## src/rtl/bpsk_coherent_receiver.sv

```systemverilog
// Coherent BPSK receiver: integrate-and-dump correlation against the local sine, bit slicing, codeword assembly.
// Optional macro BPSK_RX_ERASURE_EN adds a per-bit low-confidence (erasure) output word.
module bpsk_coherent_receiver #(
    parameter int unsigned SAMPLE_NUMBER = 256,
    parameter int unsigned SAMPLE_WIDTH  = 12,
    parameter int unsigned DATA_WIDTH    = 12,
    parameter int unsigned ERASE_THRESH  = 1024
) (
    input  logic                             clk,
    input  logic                             rst,
    input  logic                             en,
    input  logic [SAMPLE_WIDTH-1:0]          signal_in,
    input  logic [SAMPLE_WIDTH-1:0]          sine_in,
    input  logic [$clog2(SAMPLE_NUMBER)-1:0] cnt_in,
    output logic [DATA_WIDTH-1:0]            q,
    output logic                             q_valid,
    output logic [$clog2(DATA_WIDTH):0]      bit_cnt,
    output logic                             locked
`ifdef BPSK_RX_ERASURE_EN
    ,
    output logic [DATA_WIDTH-1:0]            erasure
`endif
);

    localparam int unsigned CW = $clog2(SAMPLE_NUMBER);
    localparam int unsigned SW = SAMPLE_WIDTH;
    localparam int unsigned XW = SW + 1;
    localparam int unsigned PW = 2 * SW + 2;
    localparam int unsigned AW = PW + CW;
    localparam int unsigned DW = DATA_WIDTH;
    localparam int unsigned BW = $clog2(DATA_WIDTH) + 1;
    localparam logic [XW-1:0] MID = XW'(1) << (SW - 1);

    typedef enum logic [1:0] {SYNC, INTEG, DUMP} state_t;

    state_t                state_q, state_d;
    logic                  accept_c, lose_c, dump_c;
    logic signed [XW-1:0]  s_c, r_c;
    logic signed [PW-1:0]  s_ext_c, r_ext_c, prod_c;
    logic signed [PW-1:0]  prod_q;
    logic                  last_q, v_q;
    logic [CW-1:0]         exp_q;
    logic signed [AW-1:0]  acc_q;
    logic signed [AW-1:0]  prod_ext_c;
    logic                  bit_c;
    logic [DW-1:0]         word_c;
    logic [DW-2:0]         q_shift;

    // Remove offset-binary midpoint, sign-extend, multiply
    assign s_c        = {1'b0, signal_in} - MID;
    assign r_c        = {1'b0, sine_in} - MID;
    assign s_ext_c    = {{(PW-XW){s_c[XW-1]}}, s_c};
    assign r_ext_c    = {{(PW-XW){r_c[XW-1]}}, r_c};
    assign prod_c     = s_ext_c * r_ext_c;
    assign prod_ext_c = {{CW{prod_q[PW-1]}}, prod_q};
    assign bit_c      = ~acc_q[AW-1];
    assign word_c     = {q_shift, bit_c};

    always_ff @(posedge clk or posedge rst) begin
        if (rst) state_q <= SYNC;
        else     state_q <= state_d;
    end

    // Next state plus sample-accept / lock-loss / dump controls
    always_comb begin
        state_d  = state_q;
        accept_c = 1'b0;
        lose_c   = 1'b0;
        dump_c   = 1'b0;
        case (state_q)
            SYNC: begin
                if (en && cnt_in == '0) begin
                    accept_c = 1'b1;
                    state_d  = INTEG;
                end
            end
            INTEG: begin
                if (en && cnt_in != exp_q) begin
                    lose_c  = 1'b1;
                    state_d = SYNC;
                end else begin
                    accept_c = en;
                    if (v_q && last_q) state_d = DUMP;
                end
            end
            DUMP: begin
                if (en && cnt_in != exp_q) begin
                    lose_c  = 1'b1;
                    state_d = SYNC;
                end else begin
                    accept_c = en;
                    dump_c   = 1'b1;
                    state_d  = INTEG;
                end
            end
            default: state_d = SYNC;
        endcase
    end

    // Stage 1: product register, last-sample flag, expected next phase
    always_ff @(posedge clk or posedge rst) begin
        if (rst) begin
            prod_q <= '0;
            last_q <= 1'b0;
            v_q    <= 1'b0;
            exp_q  <= '0;
        end else begin
            v_q <= accept_c;
            if (accept_c) begin
                prod_q <= prod_c;
                last_q <= (cnt_in == CW'(SAMPLE_NUMBER - 1));
                exp_q  <= cnt_in + CW'(1);
            end
        end
    end

    // Stage 2: accumulate; on dump restart from the incoming product so no sample is lost
    always_ff @(posedge clk or posedge rst) begin
        if (rst) begin
            acc_q <= '0;
        end else if (lose_c || state_q == SYNC) begin
            acc_q <= '0;
        end else if (dump_c) begin
            acc_q <= v_q ? prod_ext_c : '0;
        end else if (v_q) begin
            acc_q <= acc_q + prod_ext_c;
        end
    end

    // Codeword assembly and outputs
    always_ff @(posedge clk or posedge rst) begin
        if (rst) begin
            q       <= '0;
            q_valid <= 1'b0;
            bit_cnt <= '0;
            q_shift <= '0;
            locked  <= 1'b0;
        end else begin
            q_valid <= 1'b0;
            locked  <= (state_d != SYNC);
            if (lose_c) begin
                bit_cnt <= '0;
            end else if (dump_c) begin
                q_shift <= word_c[DW-2:0];
                if (bit_cnt == BW'(DW - 1)) begin
                    q       <= word_c;
                    q_valid <= 1'b1;
                    bit_cnt <= '0;
                end else begin
                    bit_cnt <= bit_cnt + BW'(1);
                end
            end
        end
    end

`ifdef BPSK_RX_ERASURE_EN
    logic [AW-1:0] mag_c;
    logic          era_bit_c;
    logic [DW-1:0] era_word_c;
    logic [DW-2:0] era_shift;

    // A bit is erased when its mean correlation magnitude is below threshold
    assign mag_c      = acc_q[AW-1] ? AW'(-acc_q) : AW'(acc_q);
    assign era_bit_c  = (mag_c >> CW) < AW'(ERASE_THRESH);
    assign era_word_c = {era_shift, era_bit_c};

    always_ff @(posedge clk or posedge rst) begin
        if (rst) begin
            erasure   <= '0;
            era_shift <= '0;
        end else if (!lose_c && dump_c) begin
            era_shift <= era_word_c[DW-2:0];
            if (bit_cnt == BW'(DW - 1)) erasure <= era_word_c;
        end
    end
`endif

endmodule
```

## config.mk

```make
export PLATFORM = sky130hd
export DESIGN_NAME = bpsk_coherent_receiver
export DESIGN_NICKNAME = d
export VERILOG_FILES = /design/src/rtl/bpsk_coherent_receiver.sv
export SDC_FILE = /design/constraint.sdc
export NUM_CORES = 1
export LEC_CHECK = 0
export ABC_AREA = 0
export BUFFER_PORTS_ARGS = -buffer_cell sky130_fd_sc_hd__buf_2
export CORE_ASPECT_RATIO = 0.5
export CORE_UTILIZATION = 55
export CTS_BUF_LIST = sky130_fd_sc_hd__clkbuf_2
export DETAILED_ROUTE_END_ITERATION = 8
export PLACE_DENSITY = 0.75
export RECOVER_POWER = 50
export SETUP_SLACK_MARGIN = 0.02
export SLEW_MARGIN = 20
export SYNTH_ARGS = -nofsm -noshare
export SYNTH_HDL_FRONTEND = slang
export SYNTH_SLANG_ARGS = --single-unit
export TNS_END_PERCENT = 100
```

## constraint.sdc

```tcl
create_clock -name clk -period 2.88 [get_ports clk]
set_input_delay 0.144 -clock clk [delete_from_list [all_inputs] [get_ports clk]]
set_output_delay 0.144 -clock clk [all_outputs]
set_load 0.02 [all_outputs]
```

==> results of run 1 <==
[registers in the layout (all words and copies together) (netlist names)]
name and flops:
last_q 1, state_q 2, q_shift 11, acc_q 34
q 12, q_valid 1, prod_q 26, locked 1
v_q 1, bit_cnt 5, exp_q 8
[worst paths after layout]
check	to	start	depth (start not counted)	slack [ns]
worst max-delay path	prod_q[18]	sine_in[2]	21	-1.83
min in group asynchronous	locked	rst	3	0.70
worst min register to register	q_shift[10]	q_shift[10]	2	0.53
worst min-delay path	prod_q[1]	sine_in[0]	6	0.27
worst max register to register	acc_q[27]	acc_q[0]	11	0.07
max in group asynchronous	prod_q[1]	rst	4	0.41
[repair_timing]
item                       CTS  global route
cloned                       0             1
setup endpoints to repair   30            44
pin swaps                   58            59
gates resized for setup     86           108
buffers inserted            14            24
hold endpoints to repair    66             0
hold buffers                14             0
[cell usage after synthesis, drive strengths merged (3+ instances only)]
| cell type | instances | share of area (%) |
|---|---|---|
| nor2 | 60 | 1.8 |
| nand4b | 3 | 0.21 |
| nor3 | 18 | 0.85 |
| and3 | 10 | 0.50 |
| o21bai | 4 | 0.24 |
| fa | 157 | 25 |
| o21ai | 68 | 2.7 |
| ha | 106 | 11 |
| a31oi | 19 | 0.95 |
| and2 | 59 | 2.9 |
| a21oi | 70 | 2.8 |
| xor2 | 27 | 1.9 |
| mux2i | 3 | 0.24 |
| a211oi | 11 | 0.70 |
| dfrtp | 102 | 20 |
| nand4 | 13 | 0.65 |
| o211ai | 10 | 0.60 |
| xnor2 | 37 | 2.6 |
| nand3 | 38 | 1.5 |
| mux2 | 11 | 0.99 |
| or4b | 3 | 0.24 |
| nor4 | 3 | 0.25 |
| buf | 13 | 0.55 |
| a21boi | 4 | 0.27 |
| a22oi | 3 | 0.18 |
| nand2b | 15 | 0.75 |
| a32o | 3 | 0.24 |
| a21o | 23 | 1.4 |
| a311oi | 4 | 0.33 |
| o21a | 9 | 0.54 |
| or3 | 4 | 0.20 |
| or2 | 4 | 0.20 |
| o31ai | 5 | 0.34 |
| inv | 177 | 5.3 |
| nand2 | 212 | 6.3 |
| nor4b | 3 | 0.33 |
| clkbuf | 54 | 1.6 |
| nor2b | 16 | 0.80 |
| a22o | 4 | 0.28 |
[cell usage in the layout (no fill, tap or decap), drive strengths merged, types with 9 or more instances in the layout]
master,instances
a211oi,11
a21o,23
a21oi,70
a31oi,19
and2,59
and3,10
buf,226
clkbuf,14
dfrtp,102
dlygate4sd3,14
fa,157
ha,106
inv,177
mux2,11
nand2,212
nand2b,15
nand3,38
nand4,13
nor2,60
nor2b,16
nor3,18
o211ai,10
o21a,9
o21ai,68
xnor2,37
xor2,27
[cells by family after synthesis]
group                      count (synthesis)  share of synthesized area (%)
AOI/OAI and AO/OA                        256                          12.92
xor gates and xnor gates                  64                          4.464
adders and majority gates                263                          35.60
buffers and inverters                    244                          7.454
DFF                                      102                          20.33
muxes                                     14                          1.226
and+or+nand+nor                          468                          18.01
[layout make-up]
type                            instances  area (sq um)
Antenna cell                            1         2.502
Multi-Input combinational cell       1065         10150
Sequential cell                       102          2554
Clock inverter                          5         61.31
Clock buffer                           10         50.05
Inverter                              177         669.4
Fill cell                            1534          6217
Tap cell                              300         375.4
Timing Repair Buffer                  244          1938
[per-layer routing]
| metal | track usage (%) | vias to the layer above | part of all wire, % |
|---|---|---|---|
| met1 | 38.28 | 5445 | 44 |
| li1 | - | 5020 | - |
| met2 | 46.39 | 363 | 48 |
| met5 | 0 | - | 0 |
| met3 | 4.073 | 59 | 5.3 |
| met4 | 6.940 | 0 | 2.1 |
[critical path: cells and delay by family]
family | cells | cell delay (ns)
and+or+nand+nor | 5 | 0.88
adders and majority gates | 7 | 3.14
buffers and inverters | 6 | 0.61
AOI/OAI and AO/OA | 3 | 0.50
[metrics by stage]
step	cells	setup WS, ns	instance area, sq um
floorplan	1411	-2.038	13120
global placement	1839	-2.241	14450
detailed placement	1839	-2.390	14450
CTS	1880	-1.609	15170
global route	1904	-1.867	15800
finish	1904	-1.828	15800
==> flow_metrics.py, run 1 <==
metrics = {
    "drt": {
        "drt_iter0_drc": 909,
        "wl_per_cell_microns": 18.11,
        "dr.pass1.iters": 5,
        "drc": 0,
        "via_count": 10890,
        "via_per_inst": 5.718,
        "antenna_left": 0,
        "wirelength_microns": 34480,
    },
    "clock_tree": {
        "cts_tree": "yes",
        "clkLatencyLatePin_ns": 0.63,
        "clk_path_buf_depth": 2,
        "numCtsBuffers": 9,
        "cts_max_level": 3,
        "clockRootBuffer": "clkbuf_2",
        "clock_sinks": 102,
        "clk_pin_slew_ns": 0.26,
    },
    "setup_path": {
        "cp_data_required_time_ns": 3.46,
        "worst_setup_path_end_kind": "flop",
        "crit_top_cell": "fa_1",
        "setup.worst_path.start_class": "primary input",
        "arrival_ns": 5.29,
        "path_class": "in2reg",
        "cpPeakStageDelay_ns": 0.66,
        "critPathSlowestCell": "fa_1",
        "crit_fanout": 4,
        "worstPathCellList": "buf_8 > buf_6 > buf_4 > and2_4 > fa_1 > inv_1 > fa_1 > inv_2 > fa_1 > fa_1 > fa_1 > ha_4 > ha_4 > nor3_4 > nor2_2 > a31oi_4 > o31ai_4 > buf_4 > a21oi_2 > or4b_4 > nand3_2",
    },
    "timing": {
        "period_needed_ns": 4.708,
        "fin_ws_ns": -1.828,
        "slew_violations": 57,
        "tightest_slew_ns": 2.070,
        "slew_headroom_pct": -38.17,
        "fmax_ghz": 0.2124,
        "fin_crit_sh_pct": 163.5,
        "final-hold-violation-count": 0,
        "fin_tns_setup_ns": -27.15,
        "rsz0062_at_grt": "true",
        "hold_ws_ns": 0.2657,
        "setup-violations-final": 20,
        "finClkSkew_ns": 0.04455,
    },
    "global_route": {
        "overflow": 0,
        "grt_pass1_wl_microns": 52780,
        "grt_max_degree": 57,
        "grt_util_all_layers_pct": 27.73,
        "grt_pass1_vias": 10880,
        "antenna_found_initial": 1,
    },
    "die": {
        "initial_core_util_pct": 57.04,
        "rows": 38,
        "die_w_microns": 215.7,
        "dieArea_sq_mm": 0.02347,
        "core-area_sq_mm": 0.02201,
        "ios": 54,
        "die_h_microns": 108.8,
    },
    "logic_synthesis": {
        "synth.distinct_cells": 71,
        "synth_seq_area_share_pct": 20.33,
        "postSynth.asyncResetShare_pct": 100.0,
        "ys_warn_count": 0,
        "ys_seq_elements": 102,
        "syn-cell-area_sq_mm": 0.01256,
        "synthCells": 1411,
        "synth_edf_count": 0,
        "avgSynthCellArea_sq_um": 8.899,
        "synth_nets": 1709,
        "synth_flop_cell": "dfrtp_1",
    },
    "cells_and_area": {
        "areaGrowthSynthToFinish_pct": 25.81,
        "final_util_pct": 71.76,
        "nNetsFinal": 1897,
        "drive_gt1_share_pct": 27.20,
    },
    "status": {
        "outcome": "finished, violations left",
        "violations": "capacitance limit, slew limit, setup timing",
    },
    "hold_path": {
        "min_path_type": "in2reg",
    },
    "placed_design": {
        "gp_congestion": 0.9237,
        "dp_hpwl_microns": 24470,
        "io_buffers": 53,
    },
    "run": {
        "maxCapViolCount": 1,
    },
}
Power of run 1 is not shown: default switching activity piles up to over one toggle a cycle in this logic, so the estimate is an artifact.
==> run 2: changes to the inputs <==
Settings changed: PLACE_DENSITY 0.75 to 0.77.
==> run 2 against run 1 <==
Effect of this change: the flow finishes with violations (setup timing); critical path type unchanged; worst hold slack worse by 0.018 ns; count of clock-buffer cells in the layout is 1 lower; register-to-register slack better by 0.02 ns; first-iteration DRC count is 17% lower; worst setup slack better by 0.12 ns; non-clock buffer count is 6 lower; highest routed layer unchanged; critical endpoint is now prod_q[23]; final cell count is 0.32% lower.
==> flow_metrics.py, run 2 (synthesis gave the netlist of run 1 again) <==
metrics = {
    "timing": {
        "period_needed_ns": 4.589,
        "slew_headroom_pct": 4.632,
        "fin_crit_sh_pct": 159.3,
        "final-hold-violation-count": 0,
        "slew_violations": 0,
        "fmax_ghz": 0.2179,
        "rsz0062_at_grt": "true",
        "fin_ws_ns": -1.709,
        "tightest_slew_ns": 1.428,
        "finClkSkew_ns": 0.02875,
        "setup-violations-final": 20,
        "fin_tns_setup_ns": -25.52,
    },
    "clock_tree": {
        "clk_pin_slew_ns": 0.28,
        "clk_path_buf_depth": 2,
        "numCtsBuffers": 9,
        "clockRootBuffer": "clkbuf_2",
        "cts_max_level": 3,
        "clock_sinks": 102,
        "cts_tree": "yes",
        "clkLatencyLatePin_ns": 0.64,
    },
    "drt": {
        "drt_iter0_drc": 758,
        "via_count": 10920,
        "met1_length_microns": 14260,
        "wirelength_microns": 33720,
        "antenna_left": 0,
        "dr.pass1.iters": 5,
        "wl_per_cell_microns": 17.77,
        "via_per_inst": 5.752,
        "wl_met2_microns": 16670,
        "drc": 0,
        "top_layer_used": "met4",
        "wl_met3_microns": 1903,
    },
    "placed_design": {
        "preCtsSetupSlack_ns": -2.462,
        "place_area_sq_mm": 0.01445,
        "gp_congestion": 0.9063,
        "dp_hpwl_microns": 24780,
        "placed_cells": 1837,
        "io_buffers": 53,
    },
    "setup_path": {
        "arrival_ns": 5.14,
        "cpPeakStageDelay_ns": 0.52,
        "worst_setup_path_end_kind": "flop",
        "setup.worst_path.start_class": "primary input",
        "crit_fanout": 15,
        "cp_data_required_time_ns": 3.43,
        "critPathBufInv": 5,
        "worstPathCellList": "buf_12 > buf_4 > buf_4 > nor2_1 > fa_1 > fa_1 > fa_1 > fa_1 > inv_1 > fa_1 > inv_1 > ha_4 > ha_4 > a21oi_4 > or4b_4 > a31oi_4 > a21oi_2 > o21ai_2 > nand4b_1 > o311ai_2",
        "crit_top_cell": "fa_1",
        "critPathSlowestCell": "fa_1",
        "path_class": "in2reg",
        "crit_family": "adder cells",
    },
    "cells_and_area": {
        "reg_top3": "acc_q: 34 flops, prod_q: 26 flops, q: 12 flops",
        "final_cell_mix": "nand2_1, inv_1, buf_4, fa_1, dfrtp_1",
        "nNetsFinal": 1891,
        "fill_cells": 1503,
        "drive_gt1_share_pct": 26.03,
        "layout_commonest_cell": "nand2_1",
        "design_area_sq_mm": 0.01562,
        "diodes": 0,
        "largest_reg_flops": 34,
        "instances_no_fill": 1898,
        "largest-register": "acc_q",
        "areaGrowthSynthToFinish_pct": 24.37,
    },
    "pwr": {
        "p_sw_w": 0.009841,
        "netSwitchingFraction_pct": 46.83,
        "p_comb_share_pct": 88.8,
        "pwr_density_cell_mw_per_mm2": 1346,
        "ir_drop_uv": 1592,
        "seqPwrFrac_pct": 8.1,
        "finalPower_w": 0.02102,
        "leakage_nw": 7.615,
        "internal-power_w": 0.01118,
        "clkPwrFrac_pct": 3.1,
    },
    "global_route": {
        "grt_max_degree": 68,
        "overflow": 0,
        "grt_pass1_vias": 11050,
        "antenna_found_initial": 0,
        "grt_util_all_layers_pct": 28.54,
        "grt_pass1_wl_microns": 53450,
    },
    "run": {
        "maxCapViolCount": 0,
    },
    "die": {
        "die_w_microns": 215.7,
        "rows": 38,
        "dieArea_sq_mm": 0.02347,
        "core-area_sq_mm": 0.02201,
        "ios": 54,
        "initial_core_util_pct": 57.04,
        "die_h_microns": 108.8,
    },
    "hold_path": {
        "min_path_type": "in2reg",
    },
    "status": {
        "violations": "setup timing",
        "outcome": "finished, violations left",
    },
}
[run 2: changes by cell type in the layout (fill, tap and decap cells not counted), sizes merged]
cell,change
buf,-9
dlygate4sd3,+4
inv,+3
clkbuf,-2
clkinv,+2
clkinvlp,-2
bufinv,-1
diode,-1
[run 2: stage by stage]
stage                     util, %  hold WS [ns]
after global placement      65.63        0.3639
after detailed placement    65.63        0.3735
after global routing        70.94        0.2397
after floorplan                 -        0.2558
final                       70.94        0.2475
after CTS                   68.80        0.1143
[run 2: tightest hold or removal path, stage by stage]
cell and delay (ns):
buf_2 0.12, buf_4 0.19, and2_1 0.15, ha_1 0.15, nand2_1 0.06, nand2_1 0.06
[run 2: final timing paths]
path	end	slack, ns	from	cells after the start
min in group asynchronous	acc_q[21]	0.43	rst	3
max	prod_q[23]	-1.71	sine_in[11]	20
min reg2reg	q_shift[3]	0.51	q_shift[2]	2
min	prod_q[1]	0.25	signal_in[0]	6
max in group asynchronous	prod_q[1]	0.85	rst	4
max reg2reg	acc_q[27]	0.09	prod_q[8]	9
[run 2: cell type report]
class	count	area, sq um	area share, %
inverter	177	669.4	4.287
timing repair buffer	238	1967	12.60
clock buffer	9	45.04	0.2884
multi-input combinational	1065	9948	63.70
sequential	102	2554	16.35
clock inverter	7	57.56	0.3686
tap	300	375.4	2.404
[run 2: timing repair]
item,in CTS,in global routing
gates resized for setup,87,101
hold buffers,18,0
setup endpoints to repair,30,33
endpoints found under the hold margin,89,0
pin swaps,52,88
setup buffers,11,19
[run 2: power groups by stage]
stage | clock network [W] | registers, W | logic, W
after floorplan | 0 | 0.00167 | 0.0106
after global placement | 0 | 0.00171 | 0.0151
after detailed placement | 0 | 0.00172 | 0.0157
after CTS | 0.000680 | 0.00169 | 0.0168
after global routing | 0.000715 | 0.00171 | 0.0203
final | 0.000650 | 0.00170 | 0.0187
[run 2: metal layers]
layer	up-vias	GRT usage, %
li1	4999	-
met1	5421	36.88
met2	416	48.99
met3	81	4.909
met4	0	10.08
met5	-	0
Power figures use the tool's default switching activity.
